**src/rtl/npn_eval_pkg.sv**
```systemverilog
`default_nettype none
// ============================================================================
// Module      : npn_eval_pkg
// Description : Shared sizing constants, permutation vector type and the
//               permutation helper functions for the NPN LUT evaluator.
// Revision    : 1.0 - initial release
// ============================================================================
package npn_eval_pkg;

    localparam int NIN_DEFAULT  = 4;
    localparam int TT_W_DEFAULT = 2 ** NIN_DEFAULT;
    localparam int PW_DEFAULT   = $clog2(NIN_DEFAULT);

    // Sized for the widest legal instance (NIN=6, PW=3) so one type serves all.
    localparam int MAX_NIN = 6;
    localparam int MAX_PW  = 3;

    typedef logic [MAX_NIN*MAX_PW-1:0] perm_t;

    function automatic perm_t identity_perm(input int nin, input int pw);
        perm_t r;
        r = '0;
        for (int i = 0; i < MAX_NIN; i++) begin
            for (int b = 0; b < MAX_PW; b++) begin
                if (i < nin && b < pw) begin
                    r[i*pw+b] = i[b];
                end
            end
        end
        return r;
    endfunction

    function automatic logic perm_is_bijection(input perm_t perm, input int nin, input int pw);
        logic [MAX_NIN-1:0] seen;
        logic               ok;
        int                 idx;
        seen = '0;
        ok   = 1'b1;
        for (int i = 0; i < MAX_NIN; i++) begin
            if (i < nin) begin
                idx = 0;
                for (int b = 0; b < MAX_PW; b++) begin
                    if (b < pw && perm[i*pw+b]) begin
                        idx = idx | (1 << b);
                    end
                end
                if (idx >= nin) begin
                    ok = 1'b0;
                end else if (seen[idx]) begin
                    ok = 1'b0;
                end else begin
                    seen[idx] = 1'b1;
                end
            end
        end
        return ok;
    endfunction

endpackage
`default_nettype wire

```
**src/rtl/npn_lut_eval_if.sv**
```systemverilog
`default_nettype none
// ============================================================================
// Module      : npn_lut_eval_if
// Description : Configuration, input-vector and result handshakes of the
//               NPN LUT evaluator.
// Revision    : 1.0 - initial release
// ============================================================================
interface npn_lut_eval_if
    import npn_eval_pkg::*;
#(
    parameter int NIN = NIN_DEFAULT
);
    localparam int TT_W = 2 ** NIN;
    localparam int PW   = $clog2(NIN);

    logic              cfg_valid;
    logic              cfg_ready;
    logic [TT_W-1:0]   cfg_tt;
    logic [NIN*PW-1:0] cfg_perm;
    logic [NIN-1:0]    cfg_neg_in;
    logic              cfg_neg_out;
    logic              cfg_err;
    logic              in_valid;
    logic              in_ready;
    logic [NIN-1:0]    in_x;
    logic              out_valid;
    logic              out_ready;
    logic              out_y;

    modport master (
        output cfg_valid, cfg_tt, cfg_perm, cfg_neg_in, cfg_neg_out,
        output in_valid, in_x, out_ready,
        input  cfg_ready, cfg_err, in_ready, out_valid, out_y
    );

    modport slave (
        input  cfg_valid, cfg_tt, cfg_perm, cfg_neg_in, cfg_neg_out,
        input  in_valid, in_x, out_ready,
        output cfg_ready, cfg_err, in_ready, out_valid, out_y
    );

endinterface
`default_nettype wire

```
**src/rtl/npn_xform.sv**
```systemverilog
`default_nettype none
// ============================================================================
// Module      : npn_xform
// Description : Combinational input negation followed by input permutation.
// Revision    : 1.0 - initial release
// ============================================================================
module npn_xform
    import npn_eval_pkg::*;
#(
    parameter int NIN = NIN_DEFAULT,
    parameter int PW  = $clog2(NIN)
) (
    input  logic [NIN-1:0]    in_x,
    input  logic [NIN-1:0]    neg_in,
    input  logic [NIN*PW-1:0] perm,
    output logic [NIN-1:0]    p
);

    logic [NIN-1:0] w_xn;

    assign w_xn = in_x ^ neg_in;

    // Field i names the source input that lands in position i.
    for (genvar i = 0; i < NIN; i++) begin : g_perm
        assign p[i] = w_xn[perm[i*PW +: PW]];
    end

endmodule
`default_nettype wire

```
**src/rtl/npn_lut_eval.sv**
```systemverilog
`default_nettype none
// ============================================================================
// Module      : npn_lut_eval
// Description : Two-stage NPN-transformed truth-table evaluator with a
//               validated, drain-gated configuration port.
// Revision    : 1.0 - initial release
// ============================================================================
module npn_lut_eval
    import npn_eval_pkg::*;
#(
    parameter int NIN = NIN_DEFAULT
) (
    input  logic           clk,
    input  logic           rst,
    npn_lut_eval_if.slave  bus
);

    localparam int    TT_W            = 2 ** NIN;
    localparam int    PW              = $clog2(NIN);
    localparam perm_t c_identity_perm = identity_perm(NIN, PW);

    logic [TT_W-1:0]   r_cfg_tt;
    logic [NIN*PW-1:0] r_cfg_perm;
    logic [NIN-1:0]    r_cfg_neg_in;
    logic              r_cfg_neg_out;
    logic              r_cfg_err;

    logic              r_s1_valid;
    logic [NIN-1:0]    r_s1_p;
    logic              r_s2_valid;
    logic              r_s2_y;

    logic              w_s2_free;
    logic              w_s1_adv;
    logic              w_in_fire;
    logic              w_cfg_fire;
    logic              w_perm_ok;
    logic [NIN-1:0]    w_p;

    assign w_s2_free  = !r_s2_valid || bus.out_ready;
    assign w_s1_adv   = r_s1_valid && w_s2_free;
    // Configuration wins over input; it is only ever taken on an empty pipe.
    assign bus.in_ready  = !rst && !bus.cfg_valid && (!r_s1_valid || w_s1_adv);
    assign bus.cfg_ready = !rst && !r_s1_valid && !r_s2_valid;
    assign w_in_fire  = bus.in_valid && bus.in_ready;
    assign w_cfg_fire = bus.cfg_valid && bus.cfg_ready;
    assign w_perm_ok  = perm_is_bijection(perm_t'(bus.cfg_perm), NIN, PW);

    assign bus.out_valid = r_s2_valid;
    assign bus.out_y     = r_s2_y;
    assign bus.cfg_err   = r_cfg_err;

    npn_xform #(
        .NIN (NIN),
        .PW  (PW)
    ) u_xform (
        .in_x   (bus.in_x),
        .neg_in (r_cfg_neg_in),
        .perm   (r_cfg_perm),
        .p      (w_p)
    );

    always_ff @(posedge clk) begin
        if (rst) begin
            r_cfg_tt      <= '0;
            r_cfg_perm    <= c_identity_perm[NIN*PW-1:0];
            r_cfg_neg_in  <= '0;
            r_cfg_neg_out <= 1'b0;
            r_cfg_err     <= 1'b0;
        end else begin
            r_cfg_err <= w_cfg_fire && !w_perm_ok;
            if (w_cfg_fire && w_perm_ok) begin
                r_cfg_tt      <= bus.cfg_tt;
                r_cfg_perm    <= bus.cfg_perm;
                r_cfg_neg_in  <= bus.cfg_neg_in;
                r_cfg_neg_out <= bus.cfg_neg_out;
            end
        end
    end

    always_ff @(posedge clk) begin
        if (rst) begin
            r_s1_valid <= 1'b0;
            r_s1_p     <= '0;
        end else if (w_in_fire) begin
            r_s1_valid <= 1'b1;
            r_s1_p     <= w_p;
        end else if (w_s1_adv) begin
            r_s1_valid <= 1'b0;
        end
    end

    always_ff @(posedge clk) begin
        if (rst) begin
            r_s2_valid <= 1'b0;
            r_s2_y     <= 1'b0;
        end else if (w_s2_free) begin
            r_s2_valid <= r_s1_valid;
            if (r_s1_valid) begin
                r_s2_y <= r_cfg_tt[r_s1_p] ^ r_cfg_neg_out;
            end
        end
    end

endmodule
`default_nettype wire

```
**src/flat_wrapper.sv**
```systemverilog
// flat-port wrapper written by rule: the top's interface ports become plain ports
module npn_lut_eval_flat import npn_eval_pkg::*;
#(
    parameter int NIN = NIN_DEFAULT
)
  (clk, rst, bus_cfg_valid, bus_cfg_tt, bus_cfg_perm, bus_cfg_neg_in, bus_cfg_neg_out, bus_in_valid, bus_in_x, bus_out_ready, bus_cfg_ready, bus_cfg_err, bus_in_ready, bus_out_valid, bus_out_y);
  npn_lut_eval_if #(.NIN(NIN)) bus_i ();
  input  logic clk;
  input  logic rst;
  input wire logic [$bits(bus_i.cfg_valid)-1:0] bus_cfg_valid;
  input wire logic [$bits(bus_i.cfg_tt)-1:0] bus_cfg_tt;
  input wire logic [$bits(bus_i.cfg_perm)-1:0] bus_cfg_perm;
  input wire logic [$bits(bus_i.cfg_neg_in)-1:0] bus_cfg_neg_in;
  input wire logic [$bits(bus_i.cfg_neg_out)-1:0] bus_cfg_neg_out;
  input wire logic [$bits(bus_i.in_valid)-1:0] bus_in_valid;
  input wire logic [$bits(bus_i.in_x)-1:0] bus_in_x;
  input wire logic [$bits(bus_i.out_ready)-1:0] bus_out_ready;
  output wire logic [$bits(bus_i.cfg_ready)-1:0] bus_cfg_ready;
  output wire logic [$bits(bus_i.cfg_err)-1:0] bus_cfg_err;
  output wire logic [$bits(bus_i.in_ready)-1:0] bus_in_ready;
  output wire logic [$bits(bus_i.out_valid)-1:0] bus_out_valid;
  output wire logic [$bits(bus_i.out_y)-1:0] bus_out_y;
  assign bus_i.cfg_valid = bus_cfg_valid;
  assign bus_i.cfg_tt = bus_cfg_tt;
  assign bus_i.cfg_perm = bus_cfg_perm;
  assign bus_i.cfg_neg_in = bus_cfg_neg_in;
  assign bus_i.cfg_neg_out = bus_cfg_neg_out;
  assign bus_i.in_valid = bus_in_valid;
  assign bus_i.in_x = bus_in_x;
  assign bus_i.out_ready = bus_out_ready;
  assign bus_cfg_ready = bus_i.cfg_ready;
  assign bus_cfg_err = bus_i.cfg_err;
  assign bus_in_ready = bus_i.in_ready;
  assign bus_out_valid = bus_i.out_valid;
  assign bus_out_y = bus_i.out_y;
  npn_lut_eval #(.NIN(NIN)) u_core (.clk(clk), .rst(rst), .bus(bus_i));
endmodule
```
**config.mk**
```make
export PLATFORM = sky130hd
export DESIGN_NAME = npn_lut_eval_flat
export DESIGN_NICKNAME = d
export VERILOG_FILES = /design/src/rtl/npn_eval_pkg.sv /design/src/rtl/npn_lut_eval_if.sv /design/src/rtl/npn_xform.sv /design/src/rtl/npn_lut_eval.sv /design/src/flat_wrapper.sv
export SDC_FILE = /design/constraint.sdc
export NUM_CORES = 1
export LEC_CHECK = 0
export CORE_ASPECT_RATIO = 0.8
export CORE_MARGIN = 1.5
export CORE_UTILIZATION = 62
export CTS_BUF_LIST = sky130_fd_sc_hd__clkbuf_8 sky130_fd_sc_hd__clkbuf_16
export DETAILED_ROUTE_END_ITERATION = 8
export DONT_BUFFER_PORTS = 1
export GPL_TIMING_DRIVEN = 1
export PLACE_DENSITY = 0.88
export SYNTH_ARGS = -nofsm -noshare
export SYNTH_HDL_FRONTEND = slang
export SYNTH_SLANG_ARGS = --single-unit
```
**constraint.sdc**
```tcl
create_clock -name clk -period 2.4 [get_ports clk]
set_input_delay 0.12 -clock clk [delete_from_list [all_inputs] [get_ports clk]]
set_output_delay 0.12 -clock clk [all_outputs]
set_load 0.1 [all_outputs]
```
==> results.ini <==
[die]
coreArea_mm2=0.00309
die_w_um=66.6
io-pin-count=43
die_area_mm2=0.00359
die_y_um=53.9
rows=18
start_util_pct=65.0

[drt]
wirelength_mm=4.42
drc_errors=0
drtPass1Iterations=4
wl_per_cell_um=17.3
via_per_inst=5.78
drt-initial-drc-count=74
vias=1479
ant_nets=0

[placement]
port_buffers=0
gp_congestion=0.775
hpwl_mm=2.81

[final_layout]
antenna_cells=0
drive_gt1_share_pct=13.4
final_cell_mix=38 x nand2b_1, 36 x dfxtp_1, 28 x mux2i_1
seq_area_um2=742
multi_input_area_mm2=0.00119
syn_to_final_growth_pct=17.4
final_common_cell=nand2b_1
nFillCells=191
fin_nets=254

[sta]
tightest_slew_ns=0.930
finalSetupViolations=0
drv_slew=0
slew_headroom_pct=37.9
hold_viol=0
finClkSkew_ns=0.00664
max_freq_mhz=515
period_needed_ns=1.94
fin_setup_tns_ns=0
rsz0062_at_grt=no
fin_crit_sh_pct=81.0

[grt]
grt_max_degree=56
antenna_found_initial=0
grt_remaining_overflow=0
grt_pass1_vias=1488
grt_usage_pct=28.5
grt_pass1_wl_mm=7.25

[synth]
synth_top_family_by_area=multiplexers
syn_area_per_cell_um2=10.3
synthesis.area_mm2=0.00200
synth_simple_gate_area_share_pct=19.0
ys_top_cells_by_area=dfxtp_1 37%, mux2i_1 14%, nand2b_1 12%
seq_area_frac_synth_pct=37.0
synth-main-ff-cell=dfxtp_1
synthMuxAreaShare_pct=26.9
syn_nets=233
synthDistinctLibCells=33
synth_fa_ha_area_share_pct=0
synth_compound_area_share_pct=7.55
yosysTopAreaCellShare_pct=37.0
async_flop_share_pct=0
synth_seq_cells=37
synth_edf_count=0
yosysTopAreaCell=dfxtp_1
yosys_warnings=0
synth_cells=195
synth_xor_area_share_pct=4.81

[setup_path]
slowest_stage=mux4_2
path_buf_inv=0
r2r_setup_slack_ns=0.46
worstRegToRegCells=4
reg2reg_to=u_core.bus.out_y$_SDFFE_PP0P_
reg2reg_from=u_core.r_s1_p[1]$_SDFFE_PP0P_
cp_max_fo=6
critical_path_class=flip-flop to flip-flop
start_kind=flip-flop
critPathRequiredTime_ns=2.61
path_delay_family=multiplexers
endpoint_kind=flip-flop
cp-endpoint=u_core.bus.out_y$_SDFFE_PP0P_
critical_path.startpoint=u_core.r_s1_p[1]$_SDFFE_PP0P_
max_stage_delay_ns=0.56
worstSetupPathDepth=4
cp_cell_sequence=mux4_2 -> mux2_2 -> a22o_1 -> o311ai_1
cp.arrival_ns=2.15

[job]
cap_violations=0

[clocking]
cts_made_buffers=5
cts_tree=done
cts-root-buf=clkbuf_8
cts_sinks=37
cts.clk_slew.worst_paths_ns=0.07
clk_latency_ns=0.30
cts.htree.levels=2
clk_path_buf_depth=2

[power]
power_mw=1.29
power.density_mw_per_mm2=547
ir_drop_uv=394
p_leak_nw=0.878

[outcome]
status=completed

[worst_hold_path]
hp-class=input port to flip-flop

-- kinds of logic (layout without fill, tap and decap cells) --
| kind of cell | after synthesis | in the layout |
|---|---|---|
| flip-flops | 37 | 37 |
| XOR/XNOR | 11 | 11 |
| AND/OR/NAND/NOR | 69 | 69 |
| multiplexers | 42 | 42 |
| AO/OA/AOI/OAI | 18 | 18 |
| buffers and inverters | 18 | 39 |
-- registers in the layout (all words and copies together), names as in the netlist --
| register | count |
|---|---|
| u_core.r_cfg_perm | 8 |
| u_core.bus.out_y | 1 |
| u_core.r_cfg_neg_in | 4 |
| u_core.r_s1_valid | 1 |
| u_core.r_cfg_neg_out | 1 |
| u_core.bus.out_valid | 1 |
| u_core.bus.cfg_err | 1 |
| u_core.r_cfg_tt | 16 |
| u_core.r_s1_p | 4 |
-- worst reg2reg max path, stage by stage (launching register included) --
cell and delay (ns):
dfxtp_1 0.53, mux4_2 0.56, mux2_2 0.28, a22o_1 0.24
o311ai_1 0.25
-- where the power goes --
group	internal (mW)	leakage, nW	switching (mW)	total, mW
Combinational	0.100	0.529	0.0810	0.181
Clock	0.224	0.0485	0.223	0.446
Sequential	0.632	0.300	0.0273	0.659
Total	0.956	0.878	0.331	1.29
-- what timing repair did --
action	in CTS	in global routing
buffers inserted	0	0
hold buffers	23	0
endpoints found under the hold margin	29	0
gates resized for setup	0	0
-- final cells by class --
type	count	share of cell area, %
clock inverter	1	0.160
inverter	5	0.798
tap	40	2.13
multi-input combinational	140	50.8
clock buffer	6	3.51
timing repair buffer	27	11.1
sequential	37	31.5
-- metrics by stage --
stage / area [um2] / std cells / hold WS, ns / utilization, % / setup WS, ns
floorplan: 2030 / 195 / 0.263 / - / 0.00337
global placement: 2040 / 226 / 0.191 / 66.0 / 0.552
detailed placement: 2040 / 226 / 0.196 / 66.0 / 0.465
CTS: 2350 / 256 / 0.00329 / 76.2 / 0.456
global route: 2350 / 256 / 0.00396 / 76.2 / 0.310
finish: 2350 / 256 / 0.00189 / 76.2 / 0.457
-- worst min path at each step --
stage | from | end | depth (start not counted)
after floorplan | bus_cfg_neg_in[3] | u_core.r_cfg_neg_in[3]$_SDFFE_PP0P_ | 1
after global placement | rst | u_core.bus.out_valid$_SDFFE_PP0P_ | 1
after detailed placement | rst | u_core.bus.out_valid$_SDFFE_PP0P_ | 1
after CTS | bus_cfg_perm[7] | u_core.r_cfg_perm[7]$_SDFFE_PP1P_ | 2
after global routing | rst | u_core.r_cfg_perm[0]$_SDFFE_PP0P_ | 2
final | bus_cfg_valid | u_core.bus.cfg_err$_SDFF_PP0_ | 2
-- cell usage after synthesis (all sizes together) (2+ instances only) --
library cell / n
dfxtp: 37
nand2: 5
mux4: 7
nand2b: 38
xor2: 6
mux2i: 28
clkbuf: 7
a21oi: 2
o221ai: 2
a211oi: 3
mux2: 7
a221oi: 2
buf: 6
nor2b: 7
xnor2: 5
nor3: 2
inv: 5
nor2: 15
-- layer usage --
layer  track usage, %  wire [um]  vias up  part of all wire, %
li1                 -          -      710                    -
met1             33.3       1840      725                   42
met2             50.2       2270       37                   51
met3             9.62        228        7                  5.2
met4             8.84         81        0                  1.8
met5                0          0        -                    0
Power figures use the tool's default switching activity.
